### config.mk
export PLATFORM = sky130hd
export DESIGN_NAME = ones_expander_flat
export DESIGN_NICKNAME = d
export VERILOG_FILES = /design/src/rtl/ones_expander_if.sv /design/src/rtl/ones_expander.sv /design/src/flat_wrapper.sv
export SDC_FILE = /design/constraint.sdc
export NUM_CORES = 1
export LEC_CHECK = 0
export CORE_ASPECT_RATIO = 1.25
export CORE_UTILIZATION = 46
export CTS_BUF_LIST = sky130_fd_sc_hd__clkbuf_4 sky130_fd_sc_hd__clkbuf_8
export DETAILED_ROUTE_END_ITERATION = 6
export GPL_TIMING_DRIVEN = 1
export PLACE_DENSITY_LB_ADDON = 0.25
export SYNTH_ARGS = -nofsm -noshare
export SYNTH_HDL_FRONTEND = slang
export SYNTH_SLANG_ARGS = --single-unit
### constraint.sdc
create_clock -name clk -period 2.35 [get_ports clk]
set_clock_uncertainty 0.2 [all_clocks]
set_input_delay 0.235 -clock clk [delete_from_list [all_inputs] [get_ports clk]]
set_output_delay 0.235 -clock clk [all_outputs]
set_load 0.02 [all_outputs]
### src/rtl/ones_expander_if.sv
// ones_expander_if: count-in / word-out valid-ready bus for ones_expander.
interface ones_expander_if;
  logic        in_valid;
  logic        in_ready;
  logic [5:0]  count;
  logic        out_valid;
  logic        out_ready;
  logic [62:0] W;
  logic        busy;
  modport master (output in_valid, count, out_ready, input in_ready, out_valid, W, busy);
  modport slave  (input in_valid, count, out_ready, output in_ready, out_valid, W, busy);
endinterface

### src/rtl/ones_expander.sv
// ones_expander: builds a 63-bit thermometer word with N ones, one bit per clock.
// Optional serial tap of the inserted bits via ONES_EXPANDER_SERIAL_EN.
module ones_expander (
  input  logic clk,
  input  logic rst,
`ifdef ONES_EXPANDER_SERIAL_EN
  output logic sout,
  output logic sout_valid,
`endif
  ones_expander_if.slave bus
);
  typedef enum logic [1:0] {IDLE, FILL, DONE} state_t;
  state_t      state_q, state_d;
  logic [62:0] shreg_q, shreg_d;
  logic [5:0]  remain_q, remain_d;
  logic [5:0]  step_q, step_d;
  logic        b;
  assign b = remain_q != 6'd0;
  always_comb begin
    state_d  = state_q;
    shreg_d  = shreg_q;
    remain_d = remain_q;
    step_d   = step_q;
    unique case (state_q)
      IDLE: if (bus.in_valid) begin
        remain_d = bus.count;
        step_d   = 6'd0;
        shreg_d  = 63'd0;
        state_d  = FILL;
      end
      FILL: begin
        // always 63 shifts, so the first inserted bit lands at bit 0
        shreg_d  = {b, shreg_q[62:1]};
        remain_d = remain_q - {5'd0, b};
        step_d   = step_q + 6'd1;
        state_d  = step_q == 6'd62 ? DONE : FILL;
      end
      DONE: state_d = bus.out_ready ? IDLE : DONE;
      default: state_d = IDLE;
    endcase
  end
  always_ff @(posedge clk or posedge rst) begin
    if (rst) begin
      state_q  <= IDLE;
      shreg_q  <= 63'd0;
      remain_q <= 6'd0;
      step_q   <= 6'd0;
    end else begin
      state_q  <= state_d;
      shreg_q  <= shreg_d;
      remain_q <= remain_d;
      step_q   <= step_d;
    end
  end
  assign bus.in_ready  = state_q == IDLE;
  assign bus.out_valid = state_q == DONE;
  assign bus.busy      = state_q != IDLE;
  assign bus.W         = shreg_q;
`ifdef ONES_EXPANDER_SERIAL_EN
  logic sout_q, sout_d, sout_valid_q, sout_valid_d;
  always_comb begin
    sout_d       = (state_q == FILL) & b;
    sout_valid_d = state_q == FILL;
  end
  always_ff @(posedge clk or posedge rst) begin
    if (rst) begin
      sout_q       <= 1'b0;
      sout_valid_q <= 1'b0;
    end else begin
      sout_q       <= sout_d;
      sout_valid_q <= sout_valid_d;
    end
  end
  assign sout       = sout_q;
  assign sout_valid = sout_valid_q;
`endif
endmodule

### src/flat_wrapper.sv
// flat-port wrapper written by rule: the top's interface ports become plain ports
module ones_expander_flat 
  (clk, rst, bus_in_valid, bus_count, bus_out_ready, bus_in_ready, bus_out_valid, bus_W, bus_busy);
  ones_expander_if bus_i ();
  input  logic clk;
  input  logic rst;
  input wire logic [$bits(bus_i.in_valid)-1:0] bus_in_valid;
  input wire logic [$bits(bus_i.count)-1:0] bus_count;
  input wire logic [$bits(bus_i.out_ready)-1:0] bus_out_ready;
  output wire logic [$bits(bus_i.in_ready)-1:0] bus_in_ready;
  output wire logic [$bits(bus_i.out_valid)-1:0] bus_out_valid;
  output wire logic [$bits(bus_i.W)-1:0] bus_W;
  output wire logic [$bits(bus_i.busy)-1:0] bus_busy;
  assign bus_i.in_valid = bus_in_valid;
  assign bus_i.count = bus_count;
  assign bus_i.out_ready = bus_out_ready;
  assign bus_in_ready = bus_i.in_ready;
  assign bus_out_valid = bus_i.out_valid;
  assign bus_W = bus_i.W;
  assign bus_busy = bus_i.busy;
  ones_expander u_core (.clk(clk), .rst(rst), .bus(bus_i));
endmodule
==> metrics.md, run 1 <==
| Metric | Value |
|---|---|
| Power per cell area | `1320 nW/µm²` |
| Worst-margin pin slew | `398 ps` |
| PortBufs | `75` |
| Mapped Cells | `234` |
| Clock sinks | `77` |
| Die footprint | `6960 µm²` |
| Mapped Nets | `248` |
| Seq cells post-synth | `77` |
| Final worst-path setup slack | `-71.5 ps` |
| Slowest cell on the critical path | `or4_4` |
| P_leak | `1.81 nW` |
| Startpoint Class | `register` |
| Crit path DAT | `2450 ps` |
| Die Ht | `93.0 µm` |
| Final Critical Period | `~2400 ps` |
| Slew HR | `0.734` |
| FF-to-FF setup slack | `-70 ps` |
| H-Tree Depth | `3` |
| CTS max path bufs | `2` |
| CTS Hold Bufs | `0` |
| Total Wirelength | `6760 µm` |
| Worst R2R Start | `u_core.remain_q[3]$_DFFE_PP0P_` |
| GR peak layer | `met2` |
| Pin count of the biggest net entering global routing | `slightly below 80` |
| CP dominant cell by count | `ha_4` |
| First-pass GRT wire length | `11000 µm` |
| Final Setup Violations | `2` |
| Failing checks | `setup timing` |
| Total core area | `6290 µm²` |
| Final hold slack | `146 ps` |
| Peak supply drop | `0.581 mV` |
| Max stage delay on crit path | `approximately 540 ps` |
| Final Cycle Share | `1.03` |
| Clock tree root buffer cell | `clkbuf_8` |
| Worst setup EP type | `register` |
| Total Power | `5.58 mW` |
| Slew Viols, Final | `0` |
| Ys Warns | `0` |
| TritonCTS Buffers | `9` |
| Max Cap Violations | `0` |
| Vias in the first global route | `2197` |
| Routing usage on met2 | `0.321` |
| Syn_area_per_cell | `13.0 µm²` |
| Crit-path cells | `or4_4 -> or3_4 -> ha_4 -> ha_4 -> nor2b_2 -> a221oi_2 -> o21ai_1` |
| Sequential area share after synthesis | `0.632` |
| GRT met1 Usage | `0.295` |
| Fraction of layout cells with a size suffix above 1 | `0.123` |
| I/O pins | `76` |
| Fin Setup TNS | `-129 ps` |
| ANT cells | `0` |
| Final Util | `0.673` |
| Fmax | `413 MHz` |
| RSZ-0062 raised after global routing | `true` |
| Drt first pass iters | `4` |
| Min-delay worst type | `in2async` |
| Final Hold Viols | `0` |
| Vias post-DR | `2258` |
| Antenna-violating nets left | `0` |
| DR WL/cell | `~17 µm` |
| Clock Pin Slew Worst Setup and Hold Paths | `~80 ps` |
| Area added between synthesis and finish | `38.8%` |
| Netlist cell types | `36` |
| Cell area after synthesis | `3050 µm²` |
| Initial Util | `0.485` |
| Post-DP HPWL | `4280 µm` |
| Req. time, crit path | `2380 ps` |
| Design area | `4230 µm²` |
| Worst Path Max Fanout | `3` |
| TritonCTS clock tree | `done` |
| DR iter-0 viols | `113` |
| Vias/cell | `5.60` |
| Die Width | `74.8 µm` |
| Remaining DRCs | `0` |
| Worst R2R Path Depth | `7` |
| Rows | `32` |
| Skew-Pair Late Insertion Delay | `around 340 ps` |
| GR Util met3 | `0.0313` |
| Gr usage total | `0.212` |
| Worst r2r dst | `u_core.remain_q[2]$_DFFE_PP0P_` |
| Status | `finished, violations left` |
| Fin nets | `327` |
| Crit Path Class | `reg2reg` |
| Total gr overflow | `0` |
| Dpl cell area | `about 4000 µm²` |
| Initial antenna violation count | `0` |
| Routability Congestion | `between 0.8 and 0.9` |
## cell type report
cell class                      instances  area (µm²)
Clock buffer                           11         151
Clock inverter                          5        65.1
Sequential cell                        77        1930
Fill cell                             477        2060
Timing Repair Buffer                   87         878
Inverter                                9        37.5
Tap cell                               85         106
Multi-Input combinational cell        129        1060
## power breakdown
part / switching [mW] / total (mW) / internal (mW)
Sequential: 0.392 / 2.18 / 1.79
Clock: 0.496 / 1.06 / 0.560
Combinational: 1.07 / 2.34 / 1.27
Total: 1.96 / 5.58 / 3.62
## per-layer routing
layer,share of wire,up-vias,wire (µm)
met5,0,-,0
met2,0.47,69,3190
met4,0.021,0,144
met3,0.036,13,243
met1,0.47,1133,3170
li1,-,1043,-
## flip-flops by register name, indices dropped and copies added (netlist names)
signal	cells
u_core.bus.W	63
u_core.remain_q	6
u_core.step_q	6
u_core.state_q	2
## metrics by stage
step                      setup slack [ps]  std cells
after floorplan                      -36.5        234
after global placement               -40.7        386
after detailed placement             -85.8        386
after CTS                            -58.1        403
after global routing                  -159        403
final                                -71.5        403
## timing repair
action                     CTS  global route
setup endpoints to repair    3             4
setup buffers                1             0
gates resized for setup      2             2
gates cloned                 0             0
pin swaps                    1             1
## synthesized netlist by cell type
library cell	n	area (µm²)
and3b_1	1	8.76
or4_1	1	7.51
or4_4	1	11.3
dfrtp_1	77	1930
and3_1	2	12.5
or2_2	1	6.26
or3b_2	1	8.76
o311ai_1	1	8.76
o21ai_0	8	40.0
a22o_1	63	552
buf_1	3	11.3
a31oi_1	1	6.26
ha_1	4	50.1
a41oi_1	1	8.76
a2bb2oi_1	4	35.0
nor2b_1	5	31.3
o41ai_1	1	8.76
xor2_1	1	8.76
inv_1	9	33.8
o21ai_1	2	10.0
o21bai_1	1	7.51
nand4_1	2	12.5
clkbuf_1	13	48.8
a21oi_1	1	5.00
or3_4	1	11.3
mux2i_1	1	10.0
buf_2	3	15.0
nor2_1	1	3.75
nand2b_1	2	12.5
nor3b_1	3	22.5
a311o_1	1	10.0
a221oi_1	2	17.5
nand3_1	4	20.0
o311ai_0	2	17.5
or3b_1	2	17.5
nand2_1	8	30.0
## worst max-delay path by stage
stage,startpoint,endpoint,slack [ps],depth (start not counted)
floorplan,u_core.remain_q[3]$_DFFE_PP0P_,u_core.remain_q[2]$_DFFE_PP0P_,-40,7
global placement,u_core.remain_q[3]$_DFFE_PP0P_,u_core.remain_q[2]$_DFFE_PP0P_,-40,7
detailed placement,u_core.remain_q[3]$_DFFE_PP0P_,u_core.remain_q[2]$_DFFE_PP0P_,-90,7
CTS,u_core.remain_q[3]$_DFFE_PP0P_,u_core.remain_q[4]$_DFFE_PP0P_,-60,7
global route,u_core.remain_q[3]$_DFFE_PP0P_,u_core.remain_q[4]$_DFFE_PP0P_,-160,7
finish,u_core.remain_q[3]$_DFFE_PP0P_,u_core.remain_q[2]$_DFFE_PP0P_,-70,7
## cell usage in the layout (no fill, tap or decap), types with 2 or more instances in the layout
master	Yosys	routed
buf_4	0	9
nand4_1	2	2
nor2b_1	5	3
a22o_1	63	63
inv_1	9	8
nor3b_1	3	3
dfrtp_1	77	77
or3b_1	2	2
nand2_1	8	8
clkbuf_8	0	11
ha_1	4	2
o21ai_1	2	3
clkinv_4	0	2
o21ai_0	8	7
and3_1	2	2
clkdlybuf4s50_1	0	75
o311ai_1	1	2
buf_12	0	3
nand3_1	4	4
ha_4	0	2
inv_6	0	2
nand2b_1	2	2
a2bb2oi_1	4	4
## worst max-delay path: cells and delay by family (launching register included)
kind / cells / cell delay [ps]
and+or+nand+nor: 3 / 1060
DFF: 1 / 390
adders and majority gates: 2 / 340
AOI/OAI and AO/OA: 2 / 320
## kinds of logic after synthesis
group                    Yosys count  synth area share
flip-flops                        77             0.632
AND/OR/NAND/NOR                   35            0.0710
adder cells (fa/ha/maj)            4            0.0164
XOR/XNOR                           1           0.00287
multiplexers                       1           0.00328
buffers and inverters             28            0.0357
AO/OA/AOI/OAI                     88             0.239
No activity file was read; power rests on OpenSTA's default activity.
==> inputs of run 2 (changes only) <==
- RECOVER_POWER: not set -> 100
==> metrics.md, run 2 (synthesized netlist as in run 1, its figures left out) <==
| Metric | Value |
|---|---|
| Status | `finished, violations left` |
| Failing checks | `setup timing` |
| Peak supply drop | `0.573 mV` |
| FF-to-FF setup slack | `-70 ps` |
| Crit Path Class | `reg2reg` |
| Gr usage total | `0.212` |
| Worst-margin pin slew | `about 1000 ps` |
| Max Cap Violations | `0` |
| Fmax | `around 410 MHz` |
| Crit-path cells | `or4_4 -> or3_4 -> ha_4 -> ha_4 -> nor2b_2 -> a221oi_2 -> o21ai_1` |
| Initial antenna violation count | `0` |
| Sw Pwr | `1.94 mW` |
| Skew-Pair Late Insertion Delay | `340 ps` |
| I/O pins | `76` |
| Final Cycle Share | `1.03` |
| CTS max path bufs | `2` |
| Crit path DAT | `about 2500 ps` |
| Remaining DRCs | `0` |
| Vias post-DR | `2269` |
| Die footprint | `6960 µm²` |
| Fin cells | `slightly above 400` |
| Worst r2r dst | `u_core.remain_q[2]$_DFFE_PP0P_` |
| Drt first pass iters | `4` |
| Vias/cell | `between 5 and 6` |
| Clock sinks | `77` |
| DR WL/cell | `16.7 µm` |
| Total core area | `around 6300 µm²` |
| Clk pwr share | `0.195` |
| Commonest cells after routing, fill and taps aside | `dfrtp_1, dlygate4sd3_1, a22o_1` |
| Area added between synthesis and finish | `36.9%` |
| Final Critical Period | `2420 ps` |
| Req. time, crit path | `2370 ps` |
| Startpoint Class | `register` |
| Combinational power share | `0.404` |
| Fin nets | `about 330` |
| Final worst-path setup slack | `-71.6 ps` |
| Commonest non-fill, non-tap cell in the layout | `dfrtp_1` |
| Min-delay worst type | `in2reg` |
| Antenna-violating nets left | `0` |
| Seq pwr share | `0.401` |
| Worst Path Max Fanout | `3` |
| Max reg flops | `63` |
| Total Wirelength | `between 6000 and 7000 µm` |
| H-Tree Depth | `3` |
| Switching power share of the total | `0.359` |
| Worst setup EP type | `register` |
| Pin count of the biggest net entering global routing | `78` |
| Total gr overflow | `0` |
| Rows | `32` |
| Fin Setup TNS | `-128 ps` |
| ANT cells | `0` |
| Slew HR | `0.336` |
| DR iter-0 viols | `between 100 and 150` |
| Clock Pin Slew Worst Setup and Hold Paths | `approximately 80 ps` |
| Vias in the first global route | `2197` |
| Final Setup Violations | `2` |
| Post-Place Cells | `386` |
| Slew Viols, Final | `0` |
| TritonCTS Buffers | `9` |
| First-pass GRT wire length | `between 10000 and 15000 µm` |
| FILL cells | `485` |
| Fraction of layout cells with a size suffix above 1 | `0.119` |
| CTS Hold Bufs | `0` |
| Die Ht | `~93 µm` |
| P_leak | `1.80 nW` |
| Initial Util | `0.485` |
| Post-DP HPWL | `about 4300 µm` |
| Final Util | `0.664` |
| Total Power | `5.41 mW` |
| Routability Congestion | `~0.84` |
| Power per cell area | `1300 nW/µm²` |
| Design area | `4170 µm²` |
| RSZ-0062 raised after global routing | `true` |
| Dpl cell area | `3990 µm²` |
| Worst R2R Path Depth | `7` |
| Worst R2R Start | `u_core.remain_q[3]$_DFFE_PP0P_` |
| Worst Hold End | `u_core.state_q[1]$_DFFE_PP0P_` |
| Clock tree root buffer cell | `clkbuf_8` |
| Hold Crit Start | `bus_out_ready` |
| CP dominant cell by count | `ha_4` |
| TritonCTS clock tree | `done` |
| Die Width | `74.8 µm` |
| PortBufs | `75` |
| Slowest cell on the critical path | `or4_4` |
| Final Hold Viols | `0` |
| Max stage delay on crit path | `540 ps` |
| Cell internal pwr | `about 3.5 mW` |
| Worst hold stages | `2` |
run 2: cell count changes in the layout (fill, tap and decap cells not counted), moves of 2 or more:
cell,delta
buf_12,-3
dlygate4sd3_1,+65
clkdlybuf4s50_1,-65
clkbuf_4,+2
buf_4,-2
clkbuf_2,+3
run 2: worst max-delay path, delay by kind of cell (launching register included):
kind | cells | cell delay, ps
AO/OA/AOI/OAI | 2 | 320
adder cells (fa/ha/maj) | 2 | 340
flip-flops | 1 | 390
AND/OR/NAND/NOR | 3 | 1060
run 2: metrics by stage:
step                      setup slack [ps]  hold WS, ps
final                                -71.6          247
after global routing                  -159          252
after CTS                            -58.1          157
after detailed placement             -85.8          294
after global placement               -40.7          253
after floorplan                      -36.5          126
run 2: final cells by class:
cell class                 count  area [µm²]  area share
clock buffer                  11         151      0.0363
clock inverter                 5        65.1      0.0156
inverter                       9        37.5     0.00899
multi-input combinational    129        1050       0.252
sequential                    77        1930       0.462
tap                           85         106      0.0255
timing repair buffer          87         833       0.200
run 2: worst max-delay path by stage:
stage	startpoint	endpoint	slack (ps)	depth (start not counted)
6_report	u_core.remain_q[3]$_DFFE_PP0P_	u_core.remain_q[2]$_DFFE_PP0P_	-70	7
5_1_grt	u_core.remain_q[3]$_DFFE_PP0P_	u_core.remain_q[4]$_DFFE_PP0P_	-160	7
4_1_cts	u_core.remain_q[3]$_DFFE_PP0P_	u_core.remain_q[4]$_DFFE_PP0P_	-60	7
3_5_place_dp	u_core.remain_q[3]$_DFFE_PP0P_	u_core.remain_q[2]$_DFFE_PP0P_	-90	7
3_3_place_gp	u_core.remain_q[3]$_DFFE_PP0P_	u_core.remain_q[2]$_DFFE_PP0P_	-40	7
2_1_floorplan	u_core.remain_q[3]$_DFFE_PP0P_	u_core.remain_q[2]$_DFFE_PP0P_	-40	7
run 2: layer usage:
metal / vias up / GRT usage / wire (µm)
met5: - / 0 / 0
met4: 0 / 0.104 / 150
met3: 14 / 0.0313 / 291
met2: 81 / 0.321 / 3190
met1: 1132 / 0.295 / 3090
li1: 1042 / - / -
run 2: power groups by stage:
stage	registers [mW]	clock network [mW]	logic [mW]
floorplan	2.58	0	0.848
global placement	2.20	0	2.21
detailed placement	2.20	0	2.29
CTS	2.18	1.08	2.33
global route	2.24	1.12	2.37
finish	2.17	1.06	2.18
run 2: timing repair:
action                                 CTS  global route
gates resized for setup                  2             2
buffers inserted                         1             0
setup endpoints to repair                3             4
endpoints found under the hold margin    0             0
pin swaps                                1             1
==> inputs of run 3 (changes only) <==
- CORE_UTILIZATION: 46 -> 44
- CTS_BUF_LIST: sky130_fd_sc_hd__clkbuf_4 sky130_fd_sc_hd__clkbuf_8 -> sky130_fd_sc_hd__clkbuf_4 sky130_fd_sc_hd__clkbuf_8 sky130_fd_sc_hd__clkbuf_16
==> metrics.md, run 3 (synthesized netlist as in run 1, its figures left out) <==
| Metric | Value |
|---|---|
| Max stage delay on crit path | `540 ps` |
| FILL cells | `around 530` |
| CTS Hold Bufs | `0` |
| Req. time, crit path | `roughly 2400 ps` |
| Vias/cell | `5.63` |
| Antenna-violating nets left | `0` |
| Fin cells | `roughly 400` |
| ANT cells | `0` |
| Max reg flops | `63` |
| Crit-path leading delay family | `simple AND/OR/NAND/NOR gates` |
| Total Wirelength | `roughly 6500 µm` |
| Fraction of layout cells with a size suffix above 1 | `0.117` |
| First-pass GRT wire length | `10600 µm` |
| Clock sinks | `77` |
| Clock tree root buffer cell | `clkbuf_8` |
| Gr usage total | `0.189` |
| Final Hold Viols | `0` |
| Worst setup EP type | `register` |
| I/O pins | `76` |
| Rows | `33` |
| Total gr overflow | `0` |
| Routability Congestion | `between 0.8 and 0.9` |
| PortBufs | `75` |
| Max Cap Violations | `0` |
| Power per cell area | `1310 nW/µm²` |
| Skew-Pair Late Insertion Delay | `340 ps` |
| Slew HR | `0.321` |
| Drt first pass iters | `4` |
| Post-DP HPWL | `4110 µm` |
| Crit path DAT | `2480 ps` |
| Worst Path Max Fanout | `3` |
| CP dominant cell by count | `ha_4` |
| Fmax | `410 MHz` |
| Worst-margin pin slew | `~1000 ps` |
| Commonest non-fill, non-tap cell in the layout | `dfrtp_1` |
| Slowest cell on the critical path | `or4_4` |
| Die footprint | `a little over 7000 µm²` |
| Crit Path Class | `reg2reg` |
| DR iter-0 viols | `151` |
| Post-Place Cells | `387` |
| Pin count of the biggest net entering global routing | `78` |
| Failing checks | `setup timing` |
| Slew Viols, Final | `0` |
| RSZ-0062 raised after global routing | `true` |
| Vias in the first global route | `2137` |
| CTS max path bufs | `2` |
| Initial Util | `0.458` |
| Total core area | `6650 µm²` |
| Peak supply drop | `0.529 mV` |
| Final Critical Period | `between 2000 and 2500 ps` |
| Min-delay worst type | `in2reg` |
| P_leak | `1.81 nW` |
| Worst Path Buf+Inv | `0` |
| Status | `finished, violations left` |
| Vias post-DR | `about 2300` |
| Final Setup Violations | `2` |
| Fin nets | `326` |
| Die Width | `76.4 µm` |
| Startpoint Class | `register` |
| Fin Setup TNS | `-137 ps` |
| Initial antenna violation count | `0` |
| Final Cycle Share | `1.04` |
| TritonCTS clock tree | `done` |
| Die Ht | `95.1 µm` |
| TritonCTS Buffers | `9` |
| Commonest cells after routing, fill and taps aside | `dfrtp_1, dlygate4sd3_1, a22o_1` |
| H-Tree Depth | `3` |
| DR WL/cell | `16.2 µm` |
| Crit-path cells | `or4_4 -> or3_4 -> ha_4 -> ha_4 -> nor3b_1 -> mux2i_1 -> a221oi_1` |
| Clock Pin Slew Worst Setup and Hold Paths | `80 ps` |
| Remaining DRCs | `0` |
| Area added between synthesis and finish | `38.0%` |
| Final worst-path setup slack | `-89.6 ps` |
-- run 3: changes by cell type in the layout (fill, tap and decap cells not counted), moves of 2 or more --
| cell | delta |
|---|---|
| clkbuf_8 | -2 |
| clkdlybuf4s50_1 | -2 |
| clkbuf_2 | -3 |
| bufinv_16 | +2 |
| dlygate4sd3_1 | +2 |
| clkinv_4 | -2 |
-- run 3: repair_timing --
| item | CTS | global route |
|---|---|---|
| gates resized for setup | 1 | 3 |
| setup buffers | 1 | 0 |
| pin swaps | 1 | 1 |
| setup endpoints to repair | 2 | 4 |
-- run 3: worst register-to-register path: stages (launching register included) --
cell and delay (ps):
dfrtp_1 390, or4_4 540, or3_4 360, ha_4 190, ha_4 160, nor3b_1 140
mux2i_1 120, a221oi_1 260
-- run 3: cell type report --
| cell class | instances | area (µm²) | share of cell area |
|---|---|---|---|
| clock buffers | 9 | 124 | 0.0294 |
| clock inverters | 6 | 111 | 0.0265 |
| inverters | 9 | 37.5 | 0.00892 |
| multi-input cells | 129 | 1060 | 0.253 |
| flip-flops and latches | 77 | 1930 | 0.458 |
| well taps | 87 | 109 | 0.0259 |
| repair buffers | 86 | 833 | 0.198 |
-- run 3: through the flow --
step                hold WS, ps  worst slack, ps  instance area (µm²)  total power [mW]   util
floorplan                   126            -36.5                 3070              3.43      -
global placement            254            -45.5                 3980              4.41  0.599
detailed placement          264             -106                 3980              4.48  0.599
CTS                         155             -103                 4240              5.71  0.637
global route                260             -171                 4210              5.84  0.633
finish                      250            -89.6                 4210              5.51  0.633
-- run 3: path summary, 6_finish.rpt --
check                      slack (ps)                        endpoint  cells past startpoint                           start
max                               -90  u_core.remain_q[4]$_DFFE_PP0P_                      7  u_core.remain_q[3]$_DFFE_PP0P_
max in group asynchronous         760  u_core.remain_q[5]$_DFFE_PP0P_                      3                             rst
min reg2reg                       270    u_core.step_q[5]$_DFFE_PP0P_                      1    u_core.step_q[5]$_DFFE_PP0P_
min in group asynchronous         540     u_core.bus.W[0]$_DFFE_PP0P_                      3                             rst
min                               250   u_core.state_q[1]$_DFFE_PP0P_                      2                   bus_out_ready
max reg2reg                       -90  u_core.remain_q[4]$_DFFE_PP0P_                      7  u_core.remain_q[3]$_DFFE_PP0P_
-- run 3: metal layers --
| metal | vias up | track usage | share of wire |
|---|---|---|---|
| met1 | 1150 | 0.250 | 0.46 |
| li1 | 1043 | - | - |
| met4 | 0 | 0.114 | 0.024 |
| met2 | 59 | 0.300 | 0.48 |
| met3 | 15 | 0.0268 | 0.032 |
| met5 | - | 0 | 0 |
-- run 3: where the power goes --
group	leakage (nW)	internal [mW]	switching, mW
Sequential	0.892	1.79	0.378
Clock	0.116	0.701	0.484
Combinational	0.806	1.11	1.04
Total	1.81	3.60	1.91
